File: src/rtl/imm_pack_pkg.sv
// Shared immediate-format definitions for the instruction immediate packer and
// the matching sign-extension decoder. Format codes: 00 I, 01 S, 10 B, 11 J.
package imm_pack_pkg;

    typedef enum logic [1:0] {
        FMT_I = 2'b00,
        FMT_S = 2'b01,
        FMT_B = 2'b10,
        FMT_J = 2'b11
    } imm_fmt_e;

    // Packed field covers instruction bits [31:7]
    localparam int FIELD_W    = 25;
    localparam int FIFO_DEPTH = 2;

    // Scatter the immediate into instruction bits [31:7]. Non-immediate bits
    // come from base; immediate bits beyond the format's reach are dropped.
    function automatic logic [FIELD_W-1:0] pack_field(
        input imm_fmt_e           fmt,
        input logic [31:0]        imm,
        input logic [FIELD_W-1:0] base
    );
        logic [31:0] ins;
        ins = {base, 7'b0};
        unique case (fmt)
            FMT_I: begin
                ins[31:20] = imm[11:0];
            end
            FMT_S: begin
                ins[31:25] = imm[11:5];
                ins[11:7]  = imm[4:0];
            end
            FMT_B: begin
                ins[31]    = imm[12];
                ins[30:25] = imm[10:5];
                ins[11:8]  = imm[4:1];
                ins[7]     = imm[11];
            end
            FMT_J: begin
                ins[31]    = imm[20];
                ins[30:21] = imm[10:1];
                ins[20]    = imm[11];
                ins[19:12] = imm[19:12];
            end
        endcase
        return ins[31:7];
    endfunction

    // High when the immediate does not fit the format or breaks 2-byte alignment.
    function automatic logic imm_range_err(
        input imm_fmt_e    fmt,
        input logic [31:0] imm
    );
        logic err;
        unique case (fmt)
            FMT_I, FMT_S: err = !((&imm[31:11]) || !(|imm[31:11]));
            FMT_B:        err = !((&imm[31:12]) || !(|imm[31:12])) || imm[0];
            FMT_J:        err = !((&imm[31:20]) || !(|imm[31:20])) || imm[0];
        endcase
        return err;
    endfunction

    // Sign-extension decoder: recover the byte offset from instruction bits [31:7].
    function automatic logic [31:0] decode_imm(
        input imm_fmt_e           fmt,
        input logic [FIELD_W-1:0] field
    );
        logic [31:0] ins;
        logic [31:0] imm;
        ins = {field, 7'b0};
        unique case (fmt)
            FMT_I: imm = {{20{ins[31]}}, ins[31:20]};
            FMT_S: imm = {{20{ins[31]}}, ins[31:25], ins[11:7]};
            FMT_B: imm = {{19{ins[31]}}, ins[31], ins[7], ins[30:25], ins[11:8], 1'b0};
            FMT_J: imm = {{11{ins[31]}}, ins[31], ins[19:12], ins[20], ins[30:21], 1'b0};
        endcase
        return imm;
    endfunction

endpackage

File: src/rtl/imm_pack.sv
// Immediate packer: scatters a signed byte offset into the I/S/B/J instruction
// layout, flags out-of-range or misaligned offsets, and buffers results in a
// 2-entry FIFO with valid/ready handshakes on both sides.
module imm_pack
    import imm_pack_pkg::*;
#(
    parameter int CNT_W = 16
) (
    input  logic               clk,
    input  logic               rst,
    input  logic               in_valid,
    output logic               in_ready,
    input  logic [1:0]         in_type,
    input  logic [31:0]        in_imm,
    input  logic [24:0]        in_base,
    output logic               out_valid,
    input  logic               out_ready,
    output logic [24:0]        out_field,
    output logic               out_err,
    output logic [CNT_W-1:0]   err_count
);

    // Saturating increment for the error counter
    function automatic logic [CNT_W-1:0] sat_inc(input logic [CNT_W-1:0] v);
        return (&v) ? v : v + {{(CNT_W-1){1'b0}}, 1'b1};
    endfunction

    imm_fmt_e             w_fmt;
    logic [FIELD_W-1:0]   w_field;
    logic                 w_err;
    logic                 w_accept;
    logic                 w_pop;
    logic [FIELD_W:0]     w_head;

    logic [FIELD_W:0]     r_mem [FIFO_DEPTH];
    logic                 r_wptr;
    logic                 r_rptr;
    logic [1:0]           r_cnt;
    logic [CNT_W-1:0]     r_err_cnt;

    // Combinational packer and range check on the incoming request
    always_comb begin
        w_fmt   = imm_fmt_e'(in_type);
        w_field = pack_field(w_fmt, in_imm, in_base);
        w_err   = imm_range_err(w_fmt, in_imm);
    end

    // Handshakes depend only on registered occupancy
    assign in_ready  = (r_cnt != 2'd2);
    assign out_valid = (r_cnt != 2'd0);
    assign w_accept  = in_valid && in_ready;
    assign w_pop     = out_valid && out_ready;

    // FIFO control and error counter; reset discards any buffered entries
    always_ff @(posedge clk) begin
        if (rst) begin
            r_cnt     <= 2'd0;
            r_wptr    <= 1'b0;
            r_rptr    <= 1'b0;
            r_err_cnt <= '0;
        end else begin
            if (w_accept) begin
                r_wptr <= ~r_wptr;
                if (w_err) begin
                    r_err_cnt <= sat_inc(r_err_cnt);
                end
            end
            if (w_pop) begin
                r_rptr <= ~r_rptr;
            end
            case ({w_accept, w_pop})
                2'b10:   r_cnt <= r_cnt + 2'd1;
                2'b01:   r_cnt <= r_cnt - 2'd1;
                default: r_cnt <= r_cnt;
            endcase
        end
    end

    // FIFO storage; contents are only visible through the occupancy count
    always_ff @(posedge clk) begin
        if (w_accept) begin
            r_mem[r_wptr] <= {w_err, w_field};
        end
    end

    // Head entry gated to zero while the FIFO is empty
    assign w_head    = r_mem[r_rptr];
    assign out_field = out_valid ? w_head[FIELD_W-1:0] : '0;
    assign out_err   = out_valid && w_head[FIELD_W];
    assign err_count = r_err_cnt;

endmodule

File: config.mk
export PLATFORM = sky130hd
export DESIGN_NAME = imm_pack
export DESIGN_NICKNAME = d
export VERILOG_FILES = /design/src/rtl/imm_pack_pkg.sv /design/src/rtl/imm_pack.sv
export SDC_FILE = /design/constraint.sdc
export NUM_CORES = 1
export LEC_CHECK = 0
export BUFFER_PORTS_ARGS = -buffer_cell sky130_fd_sc_hd__buf_2
export CAP_MARGIN = 20
export CELL_PAD_IN_SITES_DETAIL_PLACEMENT = 0
export CELL_PAD_IN_SITES_GLOBAL_PLACEMENT = 2
export CORE_MARGIN = 4
export CORE_UTILIZATION = 35
export CTS_CLUSTER_DIAMETER = 120
export DETAILED_ROUTE_END_ITERATION = 6
export PLACE_DENSITY = 0.82
export SKIP_CTS_REPAIR_TIMING = 1
export SLEW_MARGIN = 20
export SYNTH_ARGS = -nofsm -noshare
export SYNTH_HDL_FRONTEND = slang
export SYNTH_SLANG_ARGS = --single-unit
File: constraint.sdc
create_clock -name clk -period 3.5 [get_ports clk]
set_input_delay 1.05 -clock clk [delete_from_list [all_inputs] [get_ports clk]]
set_output_delay 1.05 -clock clk [all_outputs]
set_load 0.01 [all_outputs]
After elaboration in Yosys (flattened, before gate mapping)
Memory sizes are Yosys's and may differ from the RTL's. A register that Yosys moved wholly into a read port is not among the register bits.
Index checks and enable logic that the tools add are counted.

cells by class
  mux-type cells = 11
  bitwise gates (word level) = 3
  equality and inequality tests = 6
  add/subtract/negate cells = 3
  reduce and logical (&&, ||, !) cells = 26

operators by type and width
  kind                     number
  $mux W25                 1
  $pmux W7 S3              1
  $reduce_and A21 Y1       1
  $reduce_or A21 Y1        1
  $pmux W5 S2              2
  $reduce_and A20 Y1       1
  $reduce_or A20 Y1        1
  $add A16 B1 Y16 const B  1
  $reduce_and A16 Y1       1
  $reduce_and A12 Y1       1
  $reduce_or A12 Y1        1
  $mux W8                  1
  $eq A2 B2 Y1 const B     3
  $logic_not A1 Y1         6
  $logic_or A1 B1 Y1       5
  $eq A2 B1 Y1 const B     2
  $mux W1                  4
  $pmux W2 S2              1
  $reduce_bool A2 Y1       2
  $logic_and A1 B1 Y1      3
  $not A1 Y1               3
  $pmux W1 S3              1
  $reduce_and A3 Y1        1
  $add A2 B1 Y2 const B    1
  4 further kinds          4

word-level totals
  input port bits = 63
  output and inout bits = 44
  logic and storage cells = 54
  memory bits (writable) = 52
  bits in registers = 20
  memories = 1

memories
  name   words  bits a word  rd ports  clocked after Yosys merged registers in  wr ports  RTL line        RTL
  r_mem  2      26           1         1                                        1         imm_pack.sv:35  logic [FIELD_W:0] r_mem [FIFO_DEPTH];

Depth between registers and ports, before layout
Gate-level depths: netlist (run 1).

  depth in word-level cells = 7
  gate-level depth with buffers = 8
  depth with buffers taken out = 8

Least setup slack after synthesis (run 1)
OpenSTA, ideal clock, no wires.

  kind = input to register
  from = input in_imm[18]
  to = register r_err_cnt[12], in the netlist err_count[12]
  stages = 7
  setup slack = 783 ps
  arrival time = 2,596 ps
  data required time = 3,379 ps
  cells stage by stage = or4_4 > nor2_4 > a22oi_2 > o311ai_4 > buf_6 > nor4_2 > mux2_4

on the way
  cells in the longest elaborated chain, start to end = 7
  elaborated cells on any way between the ends = 13
  classes of those cells = mux (1); reduce/logical (12)

RTL lines
  element                                 RTL line            RTL
  start: declaration                      imm_pack.sv:14      input logic [31:0] in_imm,
  $reduce_or A20 Y1                       imm_pack_pkg.sv:57  FMT_B: err = !((&imm[31:12]) || !(|imm[31:12])) || imm[0];
  $logic_not A1 Y1                        imm_pack_pkg.sv:57
  $logic_or A1 B1 Y1                      imm_pack_pkg.sv:57
  $logic_not A1 Y1                        imm_pack_pkg.sv:57
  $logic_or A1 B1 Y1                      imm_pack_pkg.sv:57
  $pmux W1 S3 (*)                         imm_pack_pkg.sv:55  unique case (fmt)
  $reduce_and A3 Y1 (no source line) (*)  -
  end signal: assignment                  imm_pack.sv:65      r_err_cnt <= sat_inc(r_err_cnt);
  end: declaration                        imm_pack.sv:39      logic [CNT_W-1:0] r_err_cnt;

Every way passes the cells marked *; elsewhere a longest branch is shown, timed or not.
A chain may end at the register's enable or synchronous reset.

Final worst setup path (run 1)
  from = input in_type[0]
  to = register r_err_cnt[11], in the netlist err_count[11]

on the way
  cells in the longest elaborated chain, start to end = 4
  elaborated cells on any way between the ends = 7
  classes of those cells = eq/ne (3); mux (1); reduce/logical (3)

RTL lines
  element                                           RTL line            RTL
  start: declaration                                imm_pack.sv:13      input logic [1:0] in_type,
  $eq A2 B1 Y1 or $logic_not A2 Y1 (tied branches)  imm_pack_pkg.sv:55
  $reduce_or A2 Y1 (no source line)                 -
  $pmux W1 S3 (*)                                   imm_pack_pkg.sv:55
  $reduce_and A3 Y1 (no source line) (*)            -

Marked as above.

==> results.cfg, run 1 <==
[floorplan]
core_area_mm2 = 0.009955
rows = 36
die_y_um = 110.0
start_util_pct = 36.60
io-pin-count = 107
dieArea_mm2 = 0.01211
die_w_um = 110.0

[final_layout]
syn_to_final_growth_pct = 22.22
nFillCells = 976
final_util_pct = 44.73
final_cell_mix = buf_2, edfxtp_1, nor2_1, mux2i_1, dfxtp_1
seqCellArea_mm2 = 0.001983
final_layout_size_suffix_gt1_share_pct = 33.73
multi_input_area_mm2 = 0.001539
num-nets-final = 488
layout_commonest_cell = buf_2
n_antenna_cell = 0

[worst_setup_path]
worst-path-buf-inv = 3
critical_path_class = in2reg
crit_slowest_cell = nor4_1
slowest_delay_ns = 0.48
arrival_ns = 3.15
cp_top_family = simple AND/OR/NAND/NOR gates
crit_path_start_kind = input pin
cp-end-kind = flip-flop
worstPathMaxFanout = 8
required_ns = 3.73
path_cells = buf_2 > inv_1 > ha_1 > inv_1 > nor3_1 > o211ai_1 > nand3_1 > nor4_1 > mux2_1
cp_common_cell = inv_1

[timing]
hold_viol = 0
setup_tns_ns = 0
tightest_slew_ns = 0.8224
final-max-slew-violation-count = 0
setup_ws_ns = 0.5775
min_period_over_period_pct = 83.50
skew_ns = 0.01193
clock.fmax_mhz = 342.2
relSlewSlack_pct = 45.18
rsz0062_at_grt = false
finalCriticalPeriod_ns = 2.923
setup_viol = 0

[run_status]
outcome = finished, final reports clean

[pwr]
switchingPower_uw = 866.1
power.density_mw_per_mm2 = 578.3
p_int_mw = 1.709
swShare_pct = 33.63
power_frac_seq_pct = 45.0
max-vdd-ir-drop_mv = 0.2327
leakagePower_nw = 1.768
clockPowerShare_pct = 25.3
pwr-share-comb_pct = 29.7

[cts]
root_buffer = clkbuf_8
clock_latency_ns = 0.34
cts_buffer_depth = 2
cts.sinks = 73
numCtsBuffers = 9
cts_tree = yes
clk_pin_slew_ns = 0.08
htree_num_levels = 3

[yosys]
synth_seq_cells = 73
synth-seq-area-share_pct = 54.40
synthCells = 321
yosys-top-cells-area = edfxtp_1, dfxtp_1, mux2i_1
yosysTopAreaCell = edfxtp_1
synthArstFlopShare_pct = 0
synthesis.nets = 390
synth_top_area_share_pct = 42.86
yosys_warnings = 0
avgSynthCellArea_um2 = 11.35
synth_area_mm2 = 0.003643
synth_edf_count = 52
yosys_most_used_dff = edfxtp_1
synth.distinct_cells = 49

[place]
preCtsSetupSlack_ns = 0.2822
post-dp-hpwl_um = 5877
port_buffers = 99
gp_congestion = 0.8231

[global_route]
grt_use_total_pct = 14.06
overflow = 0
grt_pass1_wl_um = 13000
grt_pass1_vias = 2707
grt_max_degree = 31
antenna_found_initial = 0

[flow_run]
maxCapViolations = 0

[route]
via_per_inst = 5.036
drc = 0
drt_wl_total_um = 8402
wl_per_cell_um = 15.08
dr_total_vias = 2805
dr.pass1.iters = 4
drt-initial-drc-count = 99
drtAntennaViolNets = 0

[min_path]
holdCritPathClass = reg2reg
cell families after synthesis:
group                      Yosys count  synth area share (%)
AOI/OAI and AO/OA                   43                 8.242
xor gates and xnor gates             3                0.7213
adders and majority gates            6                 2.060
buffers and inverters               27                 3.572
DFF                                 73                 54.40
muxes                               43                 12.60
and+or+nand+nor                    126                 18.41
final timing paths:
check | startpoint | to | slack [ns] | cells after the start
max | in_type[0] | err_count[11] | 0.58 | 9
min | r_rptr | r_rptr | 0.52 | 2
max reg2reg | err_count[4] | err_count[11] | 1.04 | 6
min reg2reg | r_rptr | r_rptr | 0.52 | 2
routing by layer:
| layer | routed length, um | part of all wire (%) | track usage [%] |
|---|---|---|---|
| met3 | 506 | 6.0 | 3.669 |
| met5 | 0 | 0 | 0 |
| met2 | 3929 | 47 | 23.35 |
| met1 | 3810 | 45 | 17.53 |
| met4 | 156 | 1.9 | 5.343 |
synthesized netlist by cell type, drive strengths merged, types with 2 or more instances:
| library cell | count |
|---|---|
| and3 | 5 |
| or3 | 2 |
| o21ai | 14 |
| mux2 | 17 |
| nand3 | 13 |
| a21oi | 10 |
| edfxtp | 52 |
| o31ai | 5 |
| dfxtp | 21 |
| mux2i | 26 |
| clkbuf | 11 |
| nor2b | 11 |
| nand2 | 16 |
| buf | 6 |
| or4 | 7 |
| inv | 10 |
| xnor2 | 2 |
| nand4 | 6 |
| nor2 | 47 |
| a22oi | 3 |
| o22ai | 4 |
| ha | 6 |
| nor3 | 3 |
| nor4 | 11 |
worst register-to-register path, cell delays in order, from the launching register on:
cell and delay [ns]:
dfxtp_1 0.35, and3_1 0.26, and3_4 0.24, a41oi_2 0.19
nand2_1 0.43, nor4_1 0.53, mux2_1 0.36
through the flow:
| step | hold WS, ns | cell area, um2 | std cells | power (mW) |
|---|---|---|---|---|
| final | 0.5183 | 4453 | 557 | 2.575 |
| after detailed placement | 0.5011 | 4259 | 541 | 1.967 |
| after global placement | 0.4943 | 4259 | 541 | 1.951 |
| after CTS | 0.5205 | 4453 | 557 | 2.622 |
| after floorplan | 0.4718 | 3643 | 321 | 1.642 |
| after global routing | 0.5565 | 4453 | 557 | 2.745 |
layout make-up:
type                       count  area share (%)
clock buffer                   9           2.782
clock inverter                 7           1.573
inverter                      10          0.8429
multi-input combinational    221           34.56
sequential                    73           44.53
tap                          133           3.737
timing repair buffer         104           11.97
power groups by stage:
stage	clock, mW	sequential (mW)	combinational, mW
after global placement	0	1.18	0.773
after CTS	0.672	1.16	0.786
after floorplan	0	1.11	0.530
final	0.652	1.16	0.765
after global routing	0.713	1.18	0.855
after detailed placement	0	1.18	0.783
sequential cells by signal, summed over array words and instances (netlist names), named ones only:
signal / count
r_rptr: 1
r_wptr: 1
r_cnt: 2
err_count: 16
r_mem: 52
Note: power is estimated with default switching activity, not from simulation.
==> run 2: changes to the inputs <==
ABC_AREA = 1   (was not set)
CORE_UTILIZATION = 30   (was 35)
PLACE_DENSITY = 0.78   (was 0.82)
clock period = 2.7 ns   (was 3.5 ns; I/O delays follow)
==> results.cfg, run 2 <==
[floorplan]
die_w_um = 120.0
dieArea_mm2 = 0.01439
io-pin-count = 107
rows = 40
die_y_um = 120.0
core_area_mm2 = 0.01216
start_util_pct = 30.93

[final_layout]
num-nets-final = 638
syn_to_final_growth_pct = 27.98
layout_commonest_cell = nand2_1
final_layout_size_suffix_gt1_share_pct = 27.35
final_cells = 742
regMostFlops = r_mem
final_cell_mix = nand2_1, buf_2, edfxtp_1, nor2_1, inv_1
n_antenna_cell = 0
final_util_pct = 39.58
largest_reg_flops = 52

[yosys]
synth_top_family_by_area = simple AND/OR/NAND/NOR gates
synth_commonest_cells = nand2_1, nor2_1, edfxtp_1
synthAdderAreaFrac_pct = 1.996
synthesis.nets = 529
yosys-top-cells-area = edfxtp_1, nand2_1, dfxtp_1
synthMuxAreaShare_pct = 0
synthSimpleGateAreaFrac_pct = 31.57
synth_xor_area_share_pct = 0.9315
synth_area_mm2 = 0.003761
synth_compound_area_share_pct = 5.722
synth_seq_cells = 73
avgSynthCellArea_um2 = 8.176
yosys_most_used_dff = edfxtp_1
synth_top_area_share_pct = 41.52
synth.distinct_cells = 31
synth_most_common_cell = nand2_1
yosys_warnings = 0
synthArstFlopShare_pct = 0
synthCells = 460
synth-seq-area-share_pct = 52.69
synth_edf_count = 52
yosysTopAreaCell = edfxtp_1

[global_route]
antenna_found_initial = 0
grt_use_total_pct = 13.81
grt_pass1_wl_um = 15930
overflow = 0
grt_pass1_vias = 3162
grt_max_degree = 27

[worst_setup_path]
critical_path_class = reg2out
crit_slowest_cell = clkinvlp_4
cp-end-kind = output port
required_ns = 1.89
arrival_ns = 1.58
slowest_delay_ns = 0.44
reg2reg_slack_ns = 0.59
worstPathMaxFanout = 26
r2r_cells = 10
rr_endpoint = err_count[1]
path_cells = clkinvlp_4 > nand2_1 > a21oi_1 > buf_2
crit_path_start_kind = flip-flop
r2r_start = err_count[0]

[cts]
cts_tree = yes
cts.sinks = 73
clock_latency_ns = 0.33
cts_buffer_depth = 2
numCtsBuffers = 9
clk_pin_slew_ns = 0.06
htree_num_levels = 3
root_buffer = clkbuf_16

[timing]
relSlewSlack_pct = 66.28
rsz0062_at_grt = false
hold_viol = 0
setup_tns_ns = 0
setup_viol = 0
skew_ns = 0.004988
final-max-slew-violation-count = 0
tightest_slew_ns = 0.5047
clock.fmax_mhz = 419.1
min_period_over_period_pct = 88.38
setup_ws_ns = 0.3138
finalCriticalPeriod_ns = 2.386

[route]
drt_wl_total_um = 9824
drc = 0
via_per_inst = 4.419
drtAntennaViolNets = 0
dr_total_vias = 3279
dr.pass1.iters = 4
drt-initial-drc-count = 129
wl_per_cell_um = 13.24

[min_path]
holdCritPathClass = reg2reg
whs_path_depth = 1
min-delay-start = r_rptr

[place]
port_buffers = 99
gp_congestion = 0.7874
post-dp-hpwl_um = 7283
preCtsSetupSlack_ns = 0.2388
dp_cells = 726

[pwr]
max-vdd-ir-drop_mv = 0.2701
leakagePower_nw = 2.165
power.density_mw_per_mm2 = 720.7

[flow_run]
maxCapViolations = 0

[run_status]
outcome = finished, final reports clean
run 2: routing by layer:
layer	vias to the layer above	part of all wire (%)	global-route usage, %
met2	66	46	22.02
li1	1713	-	-
met1	1496	48	18.59
met5	-	0	0
met4	0	0.69	3.651
met3	4	5.1	3.629
run 2: cell type report:
type	instances	area, um2
inverters	50	191.4
repair buffers	113	613.1
flip-flops and latches	73	1982
clock inverters	7	71.32
clock buffers	9	225.2
fillers	1309	7348
multi-input cells	322	1520
well taps	168	210.2
run 2: worst max-delay path by stage:
| stage | startpoint | end | cells past startpoint |
|---|---|---|---|
| 3_5_place_dp | in_type[0] | err_count[3] | 10 |
| 5_1_grt | flip-flop | out_field[24] | 4 |
| 4_1_cts | flip-flop | out_field[24] | 4 |
| 3_3_place_gp | in_type[0] | err_count[4] | 10 |
| 6_report | flip-flop | out_field[24] | 4 |
| 2_1_floorplan | in_valid | r_mem[1][0] | 2 |
run 2: cells by family (layout without fill, tap and decap cells):
kind of cell | count (synthesis) | in the layout
buffers and inverters | 65 | 179
DFF | 73 | 73
AOI/OAI and AO/OA | 42 | 42
and+or+nand+nor | 270 | 270
xor gates and xnor gates | 4 | 4
adders and majority gates | 6 | 6
run 2: where the power goes:
group	switching, mW	internal (mW)	leakage (nW)
sequential	0.0578	1.35	0.661
combinational	0.569	0.310	1.38
clock	0.471	0.712	0.127
run 2: per-stage QoR:
step	power [mW]	hold WS (ns)	area (um2)
3_5_place_dp	2.329	0.4413	4513
5_1_grt	3.668	0.5061	4813
3_3_place_gp	2.313	0.4347	4513
6_report	3.469	0.4513	4813
4_1_cts	3.513	0.4519	4810
2_1_floorplan	1.924	0.4255	3761
run 2: critical path, delay by kind of cell, from the launching register on:
| kind | cells | cell delay [ns] |
|---|---|---|
| AO/OA/AOI/OAI | 1 | 0.10 |
| buffers and inverters | 2 | 0.58 |
| flip-flops | 1 | 0.37 |
| AND/OR/NAND/NOR | 1 | 0.20 |
==> run 3: changes to the inputs <==
--- a/config.mk
+++ b/config.mk
@@ -16,2 +16,3 @@
 export DETAILED_ROUTE_END_ITERATION = 6
+export MAX_ROUTING_LAYER = met4
 export PLACE_DENSITY = 0.78
--- a/constraint.sdc
+++ b/constraint.sdc
@@ -3,2 +3,2 @@
 set_output_delay 0.81 -clock clk [all_outputs]
-set_load 0.01 [all_outputs]
+set_load 0.1 [all_outputs]
==> results.cfg, run 3 (synthesis gave the netlist of run 2 again) <==
[worst_setup_path]
critical_path_class = reg2out
arrival_ns = 1.72
cp-end-kind = output port
r2r_cells = 11
crit_path_start_kind = flip-flop
required_ns = 1.89
worstPathMaxFanout = 16

[final_layout]
fin_area_mm2 = 0.004995
layout_commonest_cell = nand2_1
regMostFlops = r_mem
largest_reg_flops = 52
final_layout_size_suffix_gt1_share_pct = 32.47
final_util_pct = 41.07
num-nets-final = 643
syn_to_final_growth_pct = 32.80
nFillCells = 1230
final_cell_mix = nand2_1, buf_2, edfxtp_1, nor2_1, inv_1

[min_path]
holdCritPathClass = reg2reg
whs_path_depth = 1

[floorplan]
core_area_mm2 = 0.01216
die_y_um = 120.0
rows = 40
dieArea_mm2 = 0.01439
die_w_um = 120.0
io-pin-count = 107
start_util_pct = 30.93

[timing]
relSlewSlack_pct = 63.61
setup_tns_ns = 0
finalCriticalPeriod_ns = 2.533
clock.fmax_mhz = 394.8
hold_viol = 0
setup_ws_ns = 0.1673
skew_ns = 0.005847
rsz0062_at_grt = false
tightest_slew_ns = 0.5452
min_period_over_period_pct = 93.81
final-max-slew-violation-count = 0
setup_viol = 0

[cts]
clock_latency_ns = 0.34
cts_tree = yes
numCtsBuffers = 9
cts_buffer_depth = 2
cts.sinks = 73
clk_pin_slew_ns = 0.06
htree_num_levels = 3
root_buffer = clkbuf_16

[place]
gp_congestion = 0.7763
preCtsSetupSlack_ns = 0.3025
placed_cell_area_mm2 = 0.004593
port_buffers = 99
post-dp-hpwl_um = 7133

[route]
drtAntennaViolNets = 0
via_per_inst = 4.402
wl_met2_um = 4383
drt_wl_total_um = 9764
highest_layer = met4
dr.pass1.iters = 4
dr_total_vias = 3293
met3WireLength_um = 658
drt-initial-drc-count = 132
wl_per_cell_um = 13.05
drc = 0
wl_met1_um = 4554

[pwr]
max-vdd-ir-drop_mv = 0.3573
power.density_mw_per_mm2 = 967.9
p_total_mw = 4.834
leakagePower_nw = 2.220

[global_route]
grt_max_degree = 27
overflow = 0
grt_use_total_pct = 14.20
antenna_found_initial = 0
grt_pass1_wl_um = 15590
grt_pass1_vias = 3122

[run_status]
outcome = finished, final reports clean

[flow_run]
maxCapViolations = 0
==> run 3: cell types whose count changed in the layout (fill, tap and decap cells not counted), sizes merged <==
cell and delta:
inv +3, clkinvlp -4, diode +1, buf +5, bufinv +1
==> run 3: area by class of cell <==
type | count | area [um2] | area share [%]
multi-input cells | 322 | 1623 | 32.49
inverters | 50 | 187.7 | 3.758
repair buffers | 118 | 663.1 | 13.28
flip-flops and latches | 73 | 1982 | 39.68
clock buffers | 9 | 225.2 | 4.509
clock inverters | 7 | 101.3 | 2.029
diodes | 1 | 2.502 | 0.05010
well taps | 168 | 210.2 | 4.208
==> run 3: critical path, stage by stage (launching register included) <==
cell and delay, ns:
dfxtp_1 0.31, clkinv_1 0.23, buf_12 0.19, nand2_1 0.07
a21oi_2 0.14, buf_2 0.44
==> run 3: final timing paths <==
path	start	end	slack, ns
setup reg to reg	err_count[0]	err_count[11]	0.64
setup / recovery	flip-flop	out_field[3]	0.17
hold / removal	r_rptr	flip-flop	0.47
hold reg to reg	r_rptr	flip-flop	0.47
==> run 3: report_power, final <==
part | internal (mW) | switching, mW
logic | 0.430 | 1.70
registers | 1.35 | 0.0561
clock network | 0.818 | 0.485
==> run 3: metal layers <==
layer / vias up / track usage [%]
met5: - / -
met4: 0 / 6.013
met3: 12 / 3.110
met2: 94 / 21.32
met1: 1464 / 18.55
li1: 1723 / -
==> run 3: metrics by stage <==
step           hold slack [ns]  cells
6_report                0.4735    748
5_1_grt                 0.4953    747
4_1_cts                 0.4686    739
3_5_place_dp            0.4457    723
3_3_place_gp            0.4366    723
2_1_floorplan           0.4255    460
